===== src/rtl/y86_pkg.sv =====
// Shared Y86-64 encodings and the fetch FSM state type.
package y86_pkg;
  localparam logic [3:0] I_HALT   = 4'h0;
  localparam logic [3:0] I_NOP    = 4'h1;
  localparam logic [3:0] I_RRMOVQ = 4'h2;
  localparam logic [3:0] I_IRMOVQ = 4'h3;
  localparam logic [3:0] I_RMMOVQ = 4'h4;
  localparam logic [3:0] I_MRMOVQ = 4'h5;
  localparam logic [3:0] I_OPQ    = 4'h6;
  localparam logic [3:0] I_JXX    = 4'h7;
  localparam logic [3:0] I_CALL   = 4'h8;
  localparam logic [3:0] I_RET    = 4'h9;
  localparam logic [3:0] I_PUSHQ  = 4'hA;
  localparam logic [3:0] I_POPQ   = 4'hB;

  localparam logic [2:0] STAT_AOK = 3'd1;
  localparam logic [2:0] STAT_HLT = 3'd2;
  localparam logic [2:0] STAT_ADR = 3'd3;
  localparam logic [2:0] STAT_INS = 3'd4;

  localparam logic [3:0] REG_NONE = 4'hF;

  typedef enum logic [1:0] {
    FS_IDLE   = 2'd0,
    FS_RUN    = 2'd1,
    FS_HALTED = 2'd2
  } fetch_state_e;

  function automatic logic has_regids(input logic [3:0] icode);
    return (icode == I_RRMOVQ) || (icode == I_IRMOVQ) || (icode == I_RMMOVQ) ||
           (icode == I_MRMOVQ) || (icode == I_OPQ) || (icode == I_PUSHQ) ||
           (icode == I_POPQ);
  endfunction

  function automatic logic has_valc(input logic [3:0] icode);
    return (icode == I_IRMOVQ) || (icode == I_RMMOVQ) || (icode == I_MRMOVQ) ||
           (icode == I_JXX) || (icode == I_CALL);
  endfunction
endpackage


===== src/rtl/instr_split.sv =====
// Combinational split of the 10 instruction bytes into Y86-64 fields.
module instr_split
  import y86_pkg::*;
(
  input  logic [79:0] bytes_i,
  output logic [3:0]  icode_o,
  output logic [3:0]  ifun_o,
  output logic [3:0]  ra_o,
  output logic [3:0]  rb_o,
  output logic [63:0] valc_o,
  output logic        need_regids_o,
  output logic        need_valc_o
);
  always_comb begin
    icode_o       = bytes_i[7:4];
    ifun_o        = bytes_i[3:0];
    need_regids_o = has_regids(bytes_i[7:4]);
    need_valc_o   = has_valc(bytes_i[7:4]);
    ra_o          = need_regids_o ? bytes_i[15:12] : REG_NONE;
    rb_o          = need_regids_o ? bytes_i[11:8]  : REG_NONE;
    // The constant word follows the register byte when one is present.
    if (!need_valc_o)       valc_o = 64'd0;
    else if (need_regids_o) valc_o = bytes_i[79:16];
    else                    valc_o = bytes_i[71:8];
  end
endmodule


===== src/rtl/fetch_stage.sv =====
// Y86-64 fetch stage: PC select, instruction parse, PC prediction and fetch FSM.
// Optional FETCH_PERF_CNT_EN adds fetch_cnt/stall_cnt performance counters.
module fetch_stage
  import y86_pkg::*;
#(
  parameter logic [63:0] RESET_PC = 64'h0
) (
  input  logic        clk,
  input  logic        rst_n,
  input  logic        F_stall,
  input  logic [3:0]  M_icode,
  input  logic        M_cnd,
  input  logic [63:0] M_valA,
  input  logic [3:0]  W_icode,
  input  logic [63:0] W_valM,
  input  logic [79:0] imem_bytes,
  input  logic        imem_error,
  output logic [63:0] f_pc,
  output logic [2:0]  f_stat,
  output logic [3:0]  f_icode,
  output logic [3:0]  f_ifun,
  output logic [3:0]  f_rA,
  output logic [3:0]  f_rB,
  output logic [63:0] f_valC,
  output logic [63:0] f_valP,
`ifdef FETCH_PERF_CNT_EN
  output logic [31:0] fetch_cnt,
  output logic [31:0] stall_cnt,
`endif
  output logic [1:0]  dbg_state_o
);
  fetch_state_e state_q;
  logic [63:0]  pred_pc_q;

  logic [3:0]  raw_icode, raw_ifun, p_ra, p_rb;
  logic [63:0] p_valc, p_valp, pred_next;
  logic        need_regids, need_valc;
  logic        redirect_m, redirect_w, active, ifun_bad;
  logic [2:0]  p_stat;
  logic [3:0]  p_icode, p_ifun;

  instr_split u_split (
    .bytes_i       (imem_bytes),
    .icode_o       (raw_icode),
    .ifun_o        (raw_ifun),
    .ra_o          (p_ra),
    .rb_o          (p_rb),
    .valc_o        (p_valc),
    .need_regids_o (need_regids),
    .need_valc_o   (need_valc)
  );

  assign redirect_m = (M_icode == I_JXX) && !M_cnd;
  assign redirect_w = (W_icode == I_RET);

  always_comb begin
    if (redirect_m)      f_pc = M_valA;
    else if (redirect_w) f_pc = W_valM;
    else                 f_pc = pred_pc_q;
  end

  assign p_valp = f_pc + 64'd1 + {63'd0, need_regids} + (need_valc ? 64'd8 : 64'd0);

  always_comb begin
    case (raw_icode)
      I_OPQ:            ifun_bad = raw_ifun > 4'd3;
      I_RRMOVQ, I_JXX:  ifun_bad = raw_ifun > 4'd6;
      default:          ifun_bad = raw_ifun != 4'd0;
    endcase
    p_icode = raw_icode;
    p_ifun  = raw_ifun;
    // An unreachable PC masquerades as a nop so nothing downstream acts on garbage.
    if (imem_error) begin
      p_stat  = STAT_ADR;
      p_icode = I_NOP;
      p_ifun  = 4'd0;
    end else if (raw_icode > I_POPQ || ifun_bad) begin
      p_stat = STAT_INS;
    end else if (raw_icode == I_HALT) begin
      p_stat = STAT_HLT;
    end else begin
      p_stat = STAT_AOK;
    end
  end

  assign pred_next = (p_icode == I_JXX || p_icode == I_CALL) ? p_valc : p_valp;

  // A redirect while parked restarts fetch in that same cycle.
  assign active = (state_q == FS_RUN) ||
                  (state_q == FS_HALTED && (redirect_m || redirect_w));

  always_comb begin
    if (active) begin
      f_stat  = p_stat;
      f_icode = p_icode;
      f_ifun  = p_ifun;
      f_rA    = p_ra;
      f_rB    = p_rb;
      f_valC  = p_valc;
      f_valP  = p_valp;
    end else begin
      f_stat  = STAT_AOK;
      f_icode = I_NOP;
      f_ifun  = 4'd0;
      f_rA    = REG_NONE;
      f_rB    = REG_NONE;
      f_valC  = 64'd0;
      f_valP  = pred_pc_q;
    end
  end

  always_ff @(posedge clk or negedge rst_n) begin
    if (!rst_n) begin
      state_q   <= FS_IDLE;
      pred_pc_q <= RESET_PC;
    end else if (!F_stall) begin
      case (state_q)
        FS_IDLE: state_q <= FS_RUN;
        FS_RUN, FS_HALTED: begin
          if (active) begin
            if (p_stat != STAT_AOK) begin
              state_q   <= FS_HALTED;
              pred_pc_q <= f_pc;
            end else begin
              state_q   <= FS_RUN;
              pred_pc_q <= pred_next;
            end
          end
        end
        default: state_q <= FS_IDLE;
      endcase
    end
  end

  assign dbg_state_o = state_q;

`ifdef FETCH_PERF_CNT_EN
  logic [31:0] fetch_cnt_q, stall_cnt_q;

  always_ff @(posedge clk or negedge rst_n) begin
    if (!rst_n) begin
      fetch_cnt_q <= 32'd0;
      stall_cnt_q <= 32'd0;
    end else begin
      if (state_q == FS_RUN && !F_stall && p_stat == STAT_AOK)
        fetch_cnt_q <= fetch_cnt_q + 32'd1;
      if (F_stall)
        stall_cnt_q <= stall_cnt_q + 32'd1;
    end
  end

  assign fetch_cnt = fetch_cnt_q;
  assign stall_cnt = stall_cnt_q;
`endif
endmodule


===== config.mk =====
export PLATFORM = sky130hd
export DESIGN_NAME = fetch_stage
export DESIGN_NICKNAME = d
export VERILOG_FILES = /design/src/rtl/y86_pkg.sv /design/src/rtl/instr_split.sv /design/src/rtl/fetch_stage.sv
export SDC_FILE = /design/constraint.sdc
export NUM_CORES = 1
export LEC_CHECK = 0
export CORE_AREA = 2 2 169 171
export CTS_CLUSTER_SIZE = 8
export DETAILED_ROUTE_END_ITERATION = 7
export DIE_AREA = 0 0 171 173
export HOLD_SLACK_MARGIN = 0.03
export MAX_ROUTING_LAYER = met4
export PLACE_DENSITY_LB_ADDON = 0.1
export SETUP_SLACK_MARGIN = 0.15
export SLEW_MARGIN = 40
export SYNTH_ARGS = -nofsm -noshare
export SYNTH_HDL_FRONTEND = slang
export SYNTH_SLANG_ARGS = --single-unit

===== constraint.sdc =====
create_clock -name clk -period 12.5 [get_ports clk]
set_input_delay 2.5 -clock clk [delete_from_list [all_inputs] [get_ports clk]]
set_output_delay 2.5 -clock clk [all_outputs]
set_load 0.01 [all_outputs]

==> flow_metrics.env, run 1 <==
export IMPL_ys_seq_area_share_pct=17.0
export IMPL_share_comb_of_total_power_pct=71.8
export IMPL_maxSlewHeadroom_pct=29.9
export IMPL_rsz0062_at_grt="no"
export IMPL_synth_async_sr_flop_share_pct=100
export IMPL_clockRootBuffer="sky130_fd_sc_hd__clkbuf_16"
export IMPL_dieHeight_um=173
export IMPL_endpoint="f_valP[24]"
export IMPL_avgSynthCellArea_sq_um=6.45
export IMPL_cp_depth=17
export IMPL_synth_adder_area_share_pct=1.03
export IMPL_power_internal_mw=1.25
export IMPL_cts_post_setup_buffers_inserted=0
export IMPL_timing_worst_setup_path_type="input pin to output pin"
export IMPL_first_global_vias=12500
export IMPL_peakVddDrop_mv=0.100
export IMPL_routabilityCongestion=1.03
export IMPL_grt_max_degree=69
export IMPL_synth_area_sq_um=9740
export IMPL_yosys_area_share_xor_xnor_pct=5.57
export IMPL_worst_path_largest_cell_delay_ns=0.79
export IMPL_max_clock_path_buffers=2
export IMPL_synthSimpleGateAreaFrac_pct=36.5
export IMPL_final_core_util_pct=53.1
export IMPL_synth_compound_area_share_pct=25.1
export IMPL_ctsHtreeMaxLevel=3
export IMPL_detail_route_first_pass_iterations=6
export IMPL_ios=434
export IMPL_finalHoldViolCount=0
export IMPL_tritoncts_num_buffers=9
export IMPL_timing_hold_worst_class="flop to flop"
export IMPL_numClockSinks=66
export IMPL_startpoint="M_icode[1]"
export IMPL_floorplan_die_area_sq_um=29600
export IMPL_route_detailed_wl_per_inst_um=24.8
export IMPL_wl_um=55500
export IMPL_worst_slew_pin_transition_ns=1.04
export IMPL_reg2reg_setup_slack_ns=8.41
export IMPL_detail_route_vias_per_cell=5.98
export IMPL_via_count=13400
export IMPL_synthDominantAreaCellType="sky130_fd_sc_hd__dfrtp_1"
export IMPL_grt_use_total_pct=37.1
export IMPL_cts_tree="done"
export IMPL_critPathLaunchType="input pin"
export IMPL_cell_chain_of_the_critical_path="clkdlybuf4s50_1 -> and4b_1 -> nand2_4 -> a31oi_1 -> inv_1 -> ha_1 -> inv_1 -> ha_1 -> nand3_1 -> o31ai_1 -> a41oi_2 -> nor4_2 -> o21ai_0 -> nor3_1 -> xnor2_1 -> a21oi_1 -> clkdlybuf4s50_1"
export IMPL_row_count=61
export IMPL_timing_setup_tns_ns=0
export IMPL_yosys_reg_bits=66
export IMPL_initial_core_util_pct=35.3
export IMPL_post_synth_mux_area_share_pct=8.08
export IMPL_insertion_delay_ns=0.35
export IMPL_cts_resized=0
export IMPL_cp_data_required_time_ns=10.00
export IMPL_result_of_the_run="finished, final reports clean"
export IMPL_reg2reg_from="pred_pc_q[0]"
export IMPL_design_final_nets=2073
export IMPL_maxCapViolCount=0
export IMPL_synthFlopType="sky130_fd_sc_hd__dfrtp_1"
export IMPL_post_synth_num_cell_types=70
export IMPL_finalSetupViolations=0
export IMPL_power_switching_mw=1.15
export IMPL_antenna_left=0
export IMPL_die_width_um=171
export IMPL_io_buffer_count=433
export IMPL_portion_of_total_power_attributed_to_sequential_cells_pct=17.2
export IMPL_worst_r2r_endpoint="pred_pc_q[24]"
export IMPL_power_density_nw_per_um2=163
export IMPL_synth_top_area_share_pct=17.0
export IMPL_total_leakage_power_nw=5.29
export IMPL_critical_path_n_buffers_inverters=4
export IMPL_layout_worst_path_cycle_share_pct=87.7
export IMPL_synth_edf_count=0
export IMPL_maximum_fanout_encountered_on_the_critical_timing_path=59
export IMPL_period_needed_ns=10.97
export IMPL_area_growth_pct=50.6
export IMPL_synth_cells=1510
export IMPL_ff2ff_path_depth=14
export IMPL_post_route_cells_drive_above_1_share_pct=5.95
export IMPL_worst_setup_skew_after_layout_ns=0.0115
export IMPL_grt_pass1_wl_um=81100
export IMPL_timing_final_max_slew_violations=0
export IMPL_detailed_place_hpwl_um=42000
export IMPL_global_route_overflow_total=0
export IMPL_worst_setup_hold_path_clk_slew_ns=0.06
export IMPL_fmax_mhz=91.2
export IMPL_most_common_cell_after_layout_fill_and_taps_aside="sky130_fd_sc_hd__clkdlybuf4s50_1"
export IMPL_critPathSlowestCell="sky130_fd_sc_hd__nor4_2"
export IMPL_clockPowerShare_pct=11.0
export IMPL_ctsHoldBuffers=0
export IMPL_cp_top_family="simple AND/OR/NAND/NOR gates"
export IMPL_yosys_warnings=0
export IMPL_syn_nets=1739
export IMPL_critical_path_arrival_ns=8.47
export IMPL_grt_antenna_before_repair=13
export IMPL_critPathCaptureType="output pin"
export IMPL_drt_initial_drc_count=1511
export IMPL_synth_top_family_by_area="simple AND/OR/NAND/NOR gates"
export IMPL_highest_count_cells_in_the_layout_ignoring_fill_and_taps="sky130_fd_sc_hd__clkdlybuf4s50_1 (432), sky130_fd_sc_hd__nand2_1 (295), sky130_fd_sc_hd__nor2_1 (143)"
export IMPL_drc=0
export IMPL_synthTopCellsByArea="sky130_fd_sc_hd__dfrtp_1 (17%), sky130_fd_sc_hd__nand2_1 (11%), sky130_fd_sc_hd__a21oi_1 (7.0%)"
export IMPL_power_switching_fraction_pct=47.8
export IMPL_floorplan_core_area_sq_um=27600
-- per-stage QoR --
stage	hold slack (ns)	area (sq um)	std cells	worst slack (ns)	total power, mW
after floorplan	0.471	9740	1510	2.98	1.23
after global placement	0.502	14300	2209	1.89	2.09
after detailed placement	0.502	14300	2211	1.73	2.11
after CTS	0.521	14600	2227	1.67	2.38
after global routing	0.543	14700	2240	1.28	2.53
final	0.522	14700	2240	1.53	2.40
-- synth_stat cells, types with 5 or more instances --
| cell | number |
|---|---|
| sky130_fd_sc_hd__a211oi_1 | 9 |
| sky130_fd_sc_hd__a21o_1 | 9 |
| sky130_fd_sc_hd__a21oi_1 | 137 |
| sky130_fd_sc_hd__a221o_1 | 17 |
| sky130_fd_sc_hd__a311oi_1 | 7 |
| sky130_fd_sc_hd__a31o_2 | 10 |
| sky130_fd_sc_hd__a31oi_1 | 58 |
| sky130_fd_sc_hd__and2_1 | 31 |
| sky130_fd_sc_hd__and3_1 | 13 |
| sky130_fd_sc_hd__buf_1 | 14 |
| sky130_fd_sc_hd__buf_2 | 13 |
| sky130_fd_sc_hd__buf_4 | 6 |
| sky130_fd_sc_hd__clkbuf_1 | 100 |
| sky130_fd_sc_hd__dfrtp_1 | 66 |
| sky130_fd_sc_hd__ha_1 | 8 |
| sky130_fd_sc_hd__inv_1 | 24 |
| sky130_fd_sc_hd__mux2_2 | 21 |
| sky130_fd_sc_hd__mux2i_1 | 55 |
| sky130_fd_sc_hd__nand2_1 | 295 |
| sky130_fd_sc_hd__nand3_1 | 68 |
| sky130_fd_sc_hd__nand4_1 | 24 |
| sky130_fd_sc_hd__nor2_1 | 144 |
| sky130_fd_sc_hd__nor3_1 | 73 |
| sky130_fd_sc_hd__nor4_1 | 51 |
| sky130_fd_sc_hd__o211ai_1 | 10 |
| sky130_fd_sc_hd__o21ai_0 | 56 |
| sky130_fd_sc_hd__o21ai_1 | 5 |
| sky130_fd_sc_hd__o221ai_1 | 21 |
| sky130_fd_sc_hd__o22ai_1 | 11 |
| sky130_fd_sc_hd__or3_1 | 13 |
| sky130_fd_sc_hd__or4_1 | 6 |
| sky130_fd_sc_hd__xnor2_1 | 45 |
| sky130_fd_sc_hd__xor2_1 | 17 |
-- flip-flops by register name, summed over array words and instances, names as in the netlist --
| register | flops |
|---|---|
| dbg_state_o | 2 |
| pred_pc_q | 64 |
-- logic make-up (layout without fill, tap and decap cells) --
family,after synthesis,after routing
AND/OR/NAND/NOR,752,752
AO/OA/AOI/OAI,385,385
adder cells (fa/ha/maj),8,8
flip-flops,66,66
multiplexers,76,76
other,0,13
XOR/XNOR,62,62
buffers and inverters,161,500
-- power by group through the flow --
stage                     Clock, mW  Sequential [mW]  Combinational, mW
after floorplan                   0            0.368              0.858
after global placement            0            0.408               1.69
after detailed placement          0            0.407               1.70
after CTS                     0.264            0.405               1.71
after global routing          0.272            0.422               1.84
final                         0.264            0.413               1.72
-- tightest hold or removal path, delay by kind of cell, from the launching register on --
| family | cells | cell delay, ns |
|---|---|---|
| flops | 1 | 0.37 |
| simple gates | 1 | 0.06 |
| compound gates | 1 | 0.06 |
-- cell type report --
cell class                      instances  area [sq um]
Antenna cell                           13          32.5
Clock buffer                           11           233
Clock inverter                          5          55.1
Fill cell                            2858         13000
Inverter                               26          97.6
Multi-Input combinational cell       1283          7600
Sequential cell                        66          1650
Tap cell                              378           473
Timing Repair Buffer                  458          4530
-- how the worst min path moves through the flow --
stage	start	to	slack (ns)	depth (start not counted)
2_1_floorplan	pred_pc_q[3]	pred_pc_q[3]	0.47	2
3_3_place_gp	pred_pc_q[57]	pred_pc_q[57]	0.50	2
3_5_place_dp	pred_pc_q[62]	pred_pc_q[62]	0.50	2
4_1_cts	pred_pc_q[62]	pred_pc_q[62]	0.52	2
5_1_grt	pred_pc_q[0]	pred_pc_q[0]	0.54	2
6_report	pred_pc_q[62]	pred_pc_q[62]	0.52	2
-- metal layers --
layer / share of wire, % / routed length (um) / global-route usage [%]
met2: 44 / 24400 / 54.5
met5: 0 / 0 / -
met3: 10 / 5770 / 8.61
met1: 43 / 23600 / 49.4
met4: 3.2 / 1770 / 13.8
Power figures use the tool's default switching activity.
==> run 2, diff against run 1 <==
Settings changed: SLEW_MARGIN 40 to 10.
==> run 2 against run 1 <==
Compared with the run above:
- setup slack worse by 0.0024 ns
- critical path depth stayed put
- clock skew is 0.0011 ns lower
- utilization is 0.28 points lower
- first-iteration DRC count is 2.4% higher
- cell count hardly changed
- clock power is 4% higher
- maximum frequency hardly changed
- global-route usage is 0.18 points higher
- combinational power hardly changed
- register-to-register slack better by 0.02 ns
- critical path type unchanged
- largest power group unchanged
==> flow_metrics.env, run 2 (synthesis gave the netlist of run 1 again) <==
export IMPL_critPathSlowestCell="sky130_fd_sc_hd__nor4_2"
export IMPL_finalHoldViolCount=0
export IMPL_antenna_left=0
export IMPL_io_buffer_count=433
export IMPL_final_cells=2238
export IMPL_routabilityCongestion=1.03
export IMPL_detail_route_first_pass_iterations=6
export IMPL_ctsHoldBuffers=0
export IMPL_critical_path_arrival_ns=8.47
export IMPL_cts_tree="done"
export IMPL_power_density_nw_per_um2=164
export IMPL_finalSetupViolations=0
export IMPL_tritoncts_num_buffers=9
export IMPL_post_route_cells_drive_above_1_share_pct=5.41
export IMPL_worst_setup_skew_after_layout_ns=0.0104
export IMPL_highest_count_cells_in_the_layout_ignoring_fill_and_taps="sky130_fd_sc_hd__clkdlybuf4s50_1 (432), sky130_fd_sc_hd__nand2_1 (295), sky130_fd_sc_hd__nor2_1 (143)"
export IMPL_cts_resized=0
export IMPL_dieHeight_um=173
export IMPL_insertion_delay_ns=0.35
export IMPL_cp_top_family="simple AND/OR/NAND/NOR gates"
export IMPL_startpoint="M_icode[1]"
export IMPL_grt_max_degree=69
export IMPL_cp_depth=17
export IMPL_cts_post_setup_buffers_inserted=0
export IMPL_result_of_the_run="finished, final reports clean"
export IMPL_first_global_vias=12500
export IMPL_reg2reg_from="pred_pc_q[0]"
export IMPL_grt_use_total_pct=37.3
export IMPL_period_needed_ns=10.97
export IMPL_peakVddDrop_mv=0.0971
export IMPL_stdcell_area_sq_um=14600
export IMPL_maximum_fanout_encountered_on_the_critical_timing_path=59
export IMPL_cp_data_required_time_ns=10.00
export IMPL_die_width_um=171
export IMPL_critPathCaptureType="output pin"
export IMPL_largest_register="pred_pc_q"
export IMPL_share_comb_of_total_power_pct=71.3
export IMPL_detail_route_vias_per_cell=5.98
export IMPL_maxSlewHeadroom_pct=22.2
export IMPL_rsz0062_at_grt="no"
export IMPL_clockPowerShare_pct=11.4
export IMPL_worst_setup_hold_path_clk_slew_ns=0.06
export IMPL_grt_antenna_before_repair=12
export IMPL_final_core_util_pct=52.8
export IMPL_worst_r2r_endpoint="pred_pc_q[24]"
export IMPL_most_common_cell_after_layout_fill_and_taps_aside="sky130_fd_sc_hd__clkdlybuf4s50_1"
export IMPL_initial_core_util_pct=35.3
export IMPL_area_growth_pct=49.8
export IMPL_cell_chain_of_the_critical_path="clkdlybuf4s50_1 -> and4b_1 -> nand2_4 -> a31oi_1 -> inv_1 -> ha_1 -> inv_1 -> ha_1 -> nand3_1 -> o31ai_1 -> a41oi_2 -> nor4_2 -> o21ai_0 -> nor3_1 -> xnor2_1 -> a21oi_1 -> clkdlybuf4s50_1"
export IMPL_power_switching_mw=1.14
export IMPL_drt_initial_drc_count=1547
export IMPL_drc=0
export IMPL_timing_hold_worst_class="flop to flop"
export IMPL_ctsHtreeMaxLevel=3
export IMPL_ff2ff_path_depth=14
export IMPL_timing_worst_setup_path_type="input pin to output pin"
export IMPL_wl_um=55600
export IMPL_maxCapViolCount=0
export IMPL_route_detailed_wl_per_inst_um=24.9
export IMPL_portion_of_total_power_attributed_to_sequential_cells_pct=17.3
export IMPL_fin_worst_hold_slack_ns=0.534
export IMPL_grt_pass1_wl_um=81400
export IMPL_numClockSinks=66
export IMPL_design_final_nets=2071
export IMPL_power_internal_mw=1.26
export IMPL_clockRootBuffer="sky130_fd_sc_hd__clkbuf_16"
export IMPL_layout_worst_path_cycle_share_pct=87.7
export IMPL_timing_final_max_slew_violations=0
export IMPL_max_clock_path_buffers=2
export IMPL_power_switching_fraction_pct=47.6
export IMPL_timing_setup_tns_ns=0
export IMPL_floorplan_core_area_sq_um=27600
export IMPL_largest_register_ffs=64
export IMPL_via_count=13400
export IMPL_total_leakage_power_nw=5.29
export IMPL_reg2reg_setup_slack_ns=8.43
export IMPL_critPathLaunchType="input pin"
export IMPL_ios=434
export IMPL_post_place_cells=2209
export IMPL_worst_path_largest_cell_delay_ns=0.78
export IMPL_endpoint="f_valP[24]"
export IMPL_global_route_overflow_total=0
export IMPL_place_area_sq_um=14300
export IMPL_worst_slew_pin_transition_ns=1.16
export IMPL_critical_path_n_buffers_inverters=4
export IMPL_row_count=61
export IMPL_fmax_mhz=91.2
export IMPL_floorplan_die_area_sq_um=29600
export IMPL_detailed_place_hpwl_um=41900
-- run 2: cell count changes in the layout (fill, tap and decap cells not counted), sizes merged --
cell    before  now
clkinv       2    1
clkbuf      11   12
buf         26   24
-- run 2: metal layers --
metal / track usage, % / vias up / routed length, um
met5: - / - / 0
met4: 14.3 / 0 / 1970
met3: 9.41 / 100 / 5740
met2: 54.1 / 779 / 24300
met1: 49.5 / 6342 / 23600
li1: - / 6153 / -
-- run 2: cell type report --
cell class,instances,area (sq um)
Antenna cell,13,32.5
Inverter,26,97.6
Timing Repair Buffer,456,4500
Clock buffer,12,256
Fill cell,2827,13000
Clock inverter,4,50.0
Sequential cell,66,1650
Multi-Input combinational cell,1283,7530
Tap cell,378,473
-- run 2: worst min-delay path, stage by stage, from the launching register on --
cell and delay, ns:
sky130_fd_sc_hd__dfrtp_1 0.38, sky130_fd_sc_hd__nand2_1 0.06, sky130_fd_sc_hd__o221ai_1 0.06
-- run 2: metrics by stage --
stage          setup WS (ns)  power (mW)
6_report                1.53        2.40
5_1_grt                 1.26        2.54
4_1_cts                 1.72        2.38
3_5_place_dp            1.68        2.10
3_3_place_gp            1.89        2.09
2_1_floorplan           2.98        1.23
-- run 2: power groups by stage --
stage | clock [mW] | sequential [mW] | combinational [mW]
floorplan | 0 | 0.368 | 0.858
global placement | 0 | 0.408 | 1.69
detailed placement | 0 | 0.408 | 1.69
CTS | 0.274 | 0.407 | 1.70
global route | 0.284 | 0.424 | 1.83
finish | 0.274 | 0.415 | 1.71
-- run 2: worst min path at each step --
stage               slack [ns]            end  cells past startpoint     startpoint
floorplan                 0.47   pred_pc_q[3]                      2   pred_pc_q[3]
global placement          0.50  pred_pc_q[57]                      2  pred_pc_q[57]
detailed placement        0.51  pred_pc_q[62]                      2  pred_pc_q[62]
CTS                       0.52  pred_pc_q[62]                      2  pred_pc_q[62]
global route              0.55   pred_pc_q[0]                      2   pred_pc_q[0]
finish                    0.53  pred_pc_q[63]                      2  pred_pc_q[63]
==> run 3, diff against run 2 <==
Settings changed: HOLD_SLACK_MARGIN 0.03 to 0.06.
==> results of run 3 <==
The final DEF is identical to that of run 2; final timing and power are the same.
